$ cat src/rtl/hex_event_pkg.sv
// Shared definitions for the hex event writer/reader pair: packed event
// layout, field bit offsets and the reader state encoding.
package hex_event_pkg;

  localparam int HEX_Q_LSB     = 0;
  localparam int HEX_R_LSB     = 16;
  localparam int HEX_DEPTH_LSB = 32;
  localparam int HEX_MAT_LSB   = 40;
  localparam int HEX_RSVD_LSB  = 48;

  typedef struct packed {
    logic [15:0]        reserved;
    logic [7:0]         material;
    logic [7:0]         depth;
    logic signed [15:0] r;
    logic signed [15:0] q;
  } hex_event_t;

  typedef enum logic [2:0] {
    RD_IDLE,
    RD_FETCH,
    RD_CAPTURE,
    RD_PRESENT,
    RD_DONE
  } reader_state_t;

endpackage

$ cat src/rtl/hex_event_unpack.sv
// Splits one 64-bit event memory word into its named fields.
module hex_event_unpack
  import hex_event_pkg::*;
(
  input  logic [63:0] word,
  output hex_event_t  evt
);

  assign evt.q        = word[HEX_Q_LSB     +: 16];
  assign evt.r        = word[HEX_R_LSB     +: 16];
  assign evt.depth    = word[HEX_DEPTH_LSB +: 8];
  assign evt.material = word[HEX_MAT_LSB   +: 8];
  assign evt.reserved = word[HEX_RSVD_LSB  +: 16];

endmodule

$ cat src/rtl/hex_event_reader.sv
// Drains one frame of hex events from a synchronous-read memory and presents
// them on a valid/ready stream.
// Optional feature: define HEX_READER_CULL_EN to drop events deeper than
// cull_depth instead of presenting them.
//
// state      | meaning
// RD_IDLE    | waiting for start; latches frame length
// RD_FETCH   | read strobe for the current index
// RD_CAPTURE | memory data valid; register fields (or cull)
// RD_PRESENT | out_valid held until out_ready
// RD_DONE    | one-cycle done pulse
module hex_event_reader
  import hex_event_pkg::*;
#(
  parameter int DEPTH = 256,
  parameter int AW    = $clog2(DEPTH)
) (
  input  logic               clk,
  input  logic               reset_n,
  input  logic               start,
  input  logic [31:0]        write_count,
  input  logic [7:0]         cull_depth,
  output logic               mem_rd_en,
  output logic [AW-1:0]      mem_addr,
  input  logic [63:0]        mem_rdata,
  output logic               out_valid,
  input  logic               out_ready,
  output logic signed [15:0] out_q,
  output logic signed [15:0] out_r,
  output logic [7:0]         out_depth,
  output logic [7:0]         out_material,
  output logic               busy,
  output logic               done,
  output logic [31:0]        read_count,
  output logic [31:0]        cull_count
);

  reader_state_t state, state_next;
  hex_event_t    evt;
  logic [AW-1:0] idx;
  logic [AW:0]   idx_inc;
  logic [AW:0]   n_lat;
  logic [AW:0]   n_start;
  logic          more_left;
  logic          cull_hit;
  logic          unused_bits;

  hex_event_unpack u_unpack (
    .word (mem_rdata),
    .evt  (evt)
  );

  // Frame length is clamped to the memory depth so the index never wraps.
  assign n_start   = (write_count > 32'(DEPTH)) ? (AW+1)'(DEPTH) : write_count[AW:0];
  assign idx_inc   = {1'b0, idx} + (AW+1)'(1);
  assign more_left = idx_inc < n_lat;
  assign mem_addr  = idx;

`ifdef HEX_READER_CULL_EN
  assign cull_hit    = (state == RD_CAPTURE) && (evt.depth > cull_depth);
  assign unused_bits = ^evt.reserved;
`else
  assign cull_hit    = 1'b0;
  assign unused_bits = ^{evt.reserved, cull_depth};
`endif

  // State register.
  always_ff @(posedge clk or negedge reset_n) begin
    if (!reset_n) state <= RD_IDLE;
    else          state <= state_next;
  end

  // Next-state and state-decoded outputs.
  always_comb begin
    state_next = state;
    mem_rd_en  = 1'b0;
    out_valid  = 1'b0;
    busy       = 1'b1;
    done       = 1'b0;
    case (state)
      RD_IDLE: begin
        busy = 1'b0;
        if (start) state_next = (n_start == '0) ? RD_DONE : RD_FETCH;
      end
      RD_FETCH: begin
        mem_rd_en  = 1'b1;
        state_next = RD_CAPTURE;
      end
      RD_CAPTURE: begin
        if (cull_hit) state_next = more_left ? RD_FETCH : RD_DONE;
        else          state_next = RD_PRESENT;
      end
      RD_PRESENT: begin
        out_valid = 1'b1;
        if (out_ready) state_next = more_left ? RD_FETCH : RD_DONE;
      end
      RD_DONE: begin
        done       = 1'b1;
        state_next = RD_IDLE;
      end
      default: state_next = RD_IDLE;
    endcase
  end

  // Frame bookkeeping, captured event fields and counters.
  always_ff @(posedge clk or negedge reset_n) begin
    if (!reset_n) begin
      idx          <= '0;
      n_lat        <= '0;
      out_q        <= '0;
      out_r        <= '0;
      out_depth    <= '0;
      out_material <= '0;
      read_count   <= '0;
      cull_count   <= '0;
    end else begin
      case (state)
        RD_IDLE: begin
          if (start) begin
            idx        <= '0;
            n_lat      <= n_start;
            read_count <= '0;
            cull_count <= '0;
          end
        end
        RD_CAPTURE: begin
          if (cull_hit) begin
            cull_count <= cull_count + 32'd1;
            if (more_left) idx <= idx_inc[AW-1:0];
          end else begin
            out_q        <= evt.q;
            out_r        <= evt.r;
            out_depth    <= evt.depth;
            out_material <= evt.material;
          end
        end
        RD_PRESENT: begin
          if (out_ready) begin
            read_count <= read_count + 32'd1;
            if (more_left) idx <= idx_inc[AW-1:0];
          end
        end
        default: ;
      endcase
    end
  end

endmodule

$ cat config.mk
export PLATFORM = sky130hd
export DESIGN_NAME = hex_event_reader
export DESIGN_NICKNAME = d
export VERILOG_FILES = /design/src/rtl/hex_event_pkg.sv /design/src/rtl/hex_event_unpack.sv /design/src/rtl/hex_event_reader.sv
export SDC_FILE = /design/constraint.sdc
export NUM_CORES = 1
export LEC_CHECK = 0
export CORE_MARGIN = 3
export CORE_UTILIZATION = 30
export CTS_BUF_LIST = sky130_fd_sc_hd__clkbuf_4 sky130_fd_sc_hd__clkbuf_8
export CTS_CLUSTER_SIZE = 40
export DETAILED_ROUTE_END_ITERATION = 8
export GPL_TIMING_DRIVEN = 1
export PLACE_DENSITY_LB_ADDON = 0.1
export REMOVE_ABC_BUFFERS = 1
export SYNTH_ARGS = -nofsm -noshare
export SYNTH_HDL_FRONTEND = slang
export SYNTH_HIERARCHICAL = 1
export SYNTH_SLANG_ARGS = --single-unit
$ cat constraint.sdc
create_clock -name clk -period 5.6 [get_ports clk]
set_input_delay 1.68 -clock clk [delete_from_list [all_inputs] [get_ports clk]]
set_output_delay 1.68 -clock clk [all_outputs]
set_load 0.05 [all_outputs]
## After elaboration in Yosys (flattened, before gate mapping)

Cells that the tools add are included.

- Add/subtract/negate cells: 2
- Multiplexer cells: 17
- Eq/ne operators: 7
- Reductions and logical operators: 7
- Magnitude comparators: 2

Operators with widths:

| kind | count |
|---|---|
| 2-to-1 mux 32 bit | 2 |
| case mux 32 bit (2 select lines) | 1 |
| adder 32 x 1 -> 32 bit, second input constant | 1 |
| greater-than comparator 32 x 9 -> 1 bit, second input constant | 1 |
| 2-to-1 mux 8 bit | 3 |
| case mux 8 bit (2 select lines) | 1 |
| 2-to-1 mux 3 bit | 4 |
| case mux 3 bit (4 select lines) | 1 |
| adder 8 x 1 -> 9 bit, second input constant | 1 |
| logical NOT 9 bit | 1 |
| < comparator 9 bit | 1 |
| 2-to-1 mux 9 bit | 1 |
| equality test 3 x 2 -> 1 bit, second input constant | 2 |
| != test 2 bit, second input constant | 3 |
| 2-to-1 mux 1 bit | 4 |
| AND reduction 2 bit | 2 |
| AND reduction 4 bit | 1 |
| equality test 3 x 1 -> 1 bit, second input constant | 1 |
| equality test 3 bit, second input constant | 1 |
| logical NOT 3 bit | 1 |
| AND reduction 3 bit | 1 |
| nonzero test 2 bit | 1 |

- Bits in registers: 100
- Input bits: 108

## Longest topological paths before layout

- Depth in word-level cells: 6
- Gate-level depth with buffers: 11

## By module

Netlist, hierarchy kept.

Modules (own cells, without submodules):

| module | times used | seq. area each (µm²) | area an instance (µm²) | cells each |
|---|---|---|---|---|
| hex_event_reader | 1 | 2502.4 | 4898.4 | 428 |
| hex_event_unpack | 1 | 0.0 | 480.5 | 64 |

## Worst setup path before layout

OpenSTA, ideal clock, no wires.

- Path kind: input-to-reg
- From: input start
- To: register read_count[31]
- Data required time: 5.522 ns
- Arrival time: 3.162 ns
- Path slack: 2.360 ns
- Buffers on the path: 1
- Stages: 6
- Setup time: 0.078 ns
- Cell sequence: or3b_1 buf_6 a211oi_4 nand3_4 or3_1 a21oi_1

- Word-level cells in the longest chain between the ends: 2

RTL lines:

| item | RTL line | source |
|---|---|---|
| start: declaration | hex_event_reader.sv:20 | `input logic start,` |
| != test 2 bit (no source line) | n/a |  |
| AND reduction 3 bit (no source line) | n/a |  |
| end signal: assignment | hex_event_reader.sv:139 | `read_count <= read_count + 32'd1;` |
| end: declaration | hex_event_reader.sv:34 | `output logic [31:0] read_count,` |

Every way passes these cells.
A chain may end at the register's enable or synchronous reset.

## Final worst setup path

- From: register state[0]
- To: output out_valid

- Word-level cells in the longest chain between the ends: 2

RTL lines:

| item | RTL line | source |
|---|---|---|
| start: declaration | hex_event_reader.sv:38 | `reader_state_t state, state_next;` |
| start signal: assignment | hex_event_reader.sv:70 | `else state <= state_next;` |
| equality test 3 x 2 -> 1 bit | hex_event_reader.sv:80 | `case (state)` |
| 2-to-1 mux 1 bit | hex_event_reader.sv:80 |  |
| end: declaration | hex_event_reader.sv:26 | `output logic out_valid,` |

Every way passes these cells.

==> flow_metrics.tcl <==
set metrics [dict create \
    status "finished clean" \
    clk_pin_slew_worst_paths_ps 100 \
    initial_core_util 0.312 \
    cts_resized 0 \
    cp.depth 4 \
    drt-initial-drc-count 147 \
    numCtsBuffers 9 \
    hold_viol_final 0 \
    drt-vias-per-instance 4.62 \
    gr-total-overflow 0 \
    cts_tree "yes" \
    wl_met1_mm 5.21 \
    swShare 0.470 \
    grt_first_pass_wirelength_mm 20.7 \
    period_share 0.697 \
    hp-class "reg2reg" \
    worst-r2r-cell-count 9 \
    setup_viol 0 \
    setup_ws_ps 1700 \
    fin_crit_ps 3900 \
    grt_max_degree 49 \
    fmax_mhz 256 \
    p_int_w 0.00190 \
    wl_met3_um 932 \
    synthesis.area_mm2 0.00526 \
    syn_to_final_growth_pct 32.3 \
    crit_family "buffers and inverters" \
    cts_buffer_depth 2 \
    cellLeakagePower_nw 2.93 \
    vias 3818 \
    gp_congestion 0.769 \
    n_fill_cell 1649 \
    clkLatencyLatePin_ps 370 \
    cts_htree_levels 3 \
    drive_gt1_frac 0.137 \
    postCtsHoldBufs 0 \
    numPortBuffers 175 \
    peakVddDrop_uv 289 \
    path_class "reg2out" \
    cp_slowest_cell "clkdlybuf4s50_1" \
    maxSlewViolCount 0 \
    num_rows 47 \
    post-cts-setup-buffers 0 \
    grt_pass1_vias 3889 \
    cts_root_buffer "clkbuf_8" \
    final.setup.tns_ps 0 \
    routedWlPerCell_um 15.5 \
    worst_pin_slew_ps 887 \
    dr.pass1.iters 4 \
    io_pins 232 \
    critPathMaxFanout 9 \
    cp.arrival_ps 2220 \
    rsz0062_at_grt "false" \
    antenna_cells 0 \
    design.core.area_mm2 0.0169 \
    critPathMaxStageDelay_ps 820 \
    dieArea_mm2 0.0192 \
    switchingPower_w 0.00169 \
    die_w_um 138 \
    seqCellArea_mm2 0.00250 \
    fin_nets 720 \
    antenna_left 0 \
    avgSynthCellArea_um2 11.0 \
    seq_power_share 0.307 \
    cap_violations 0 \
    multi_input_area_mm2 0.00215 \
    min_path_cells 1 \
    top_layer "met4" \
    antenna_found_initial 0 \
    skew_ps 11.9 \
    total_power_w 0.00359 \
    route.met2.wl_mm 6.43 \
    yosysWarnings 6 \
    drc 0 \
    die_y_um 138 \
    crit_chain "nand2_1 > or2_2 > inv_1 > clkdlybuf4s50_1" \
    cp-end-kind "output port" \
    p_per_area_mw_per_mm2 517 \
    drt_wl_total_mm 12.8 \
    synth_cells 476 \
    power_frac_comb 0.566 \
    grt_usage 0.133 \
    cts_sinks 100 \
    dp_slack_ps 1520 \
    critPathBufInv 2 \
    timing.slew.headroom 0.405 \
    clockPowerShare 0.127 \
    start_kind "register" \
    crit_required_ps 3920 \
    post-dp-hpwl_mm 9.73 \
]
-- path summary, 6_finish.rpt --
kind | endpoint | from | slack [ps]
setup / recovery | out_valid | state[0] | 1700
hold / removal | out_q[14] | out_q[14] | 510
setup reg to reg | mem_addr[5] | mem_addr[0] | 2450
min in group asynchronous | read_count[6] | reset_n | 1130
hold reg to reg | out_q[14] | out_q[14] | 510
max in group asynchronous | out_depth[1] | reset_n | 3620
-- metal layers --
metal	vias up	GRT usage
li1	1798	-
met1	1876	0.164
met2	130	0.222
met3	14	0.0380
met4	0	0.0499
met5	-	0
-- cell usage in the layout (no fill, tap or decap), drive strengths merged, types with 4 or more instances in the layout --
| cell type | n |
|---|---|
| clkbuf | 12 |
| clkdlybuf4s50 | 174 |
| and3 | 9 |
| xnor2 | 8 |
| inv | 14 |
| mux2 | 50 |
| o21ai | 6 |
| ha | 10 |
| dfrtp | 100 |
| nor2 | 39 |
| a21oi | 4 |
| xor2 | 24 |
| nand2 | 18 |
| nor3 | 6 |
| buf | 6 |
| conb | 32 |
| nand3 | 14 |
| nand4 | 15 |
| a22o | 13 |
| nor4 | 8 |
| or3 | 4 |
-- sequential cells by signal (all words and copies together), names as in the netlist --
register,flops
mem_addr,8
out_depth,8
out_material,8
state,3
out_r,16
read_count,32
out_q,16
n_lat,9
-- final cells by class --
cell class / count / area share
clock buffers: 12 / 0.0228
clock inverters: 4 / 0.00468
repair buffers: 180 / 0.257
flip-flops and latches: 100 / 0.360
inverters: 13 / 0.00702
well taps: 220 / 0.0396
multi-input cells: 298 / 0.309
-- power groups by stage --
stage,Combinational (W),Sequential (W),Clock (W)
3_5_place_dp,0.00206,0.00112,0
3_3_place_gp,0.00204,0.00111,0
5_1_grt,0.00213,0.00114,0.000506
6_report,0.00203,0.00110,0.000458
2_1_floorplan,0.000663,0.00183,0
4_1_cts,0.00206,0.00111,0.000484
-- stage by stage --
step	cells	area [um2]	utilization	hold slack, ps
2_1_floorplan	411	4700	-	467
3_3_place_gp	811	6760	0.401	489
3_5_place_dp	811	6760	0.401	494
4_1_cts	827	6960	0.412	517
5_1_grt	827	6960	0.412	528
6_report	827	6960	0.412	513
No activity file was read; power rests on OpenSTA's default activity.
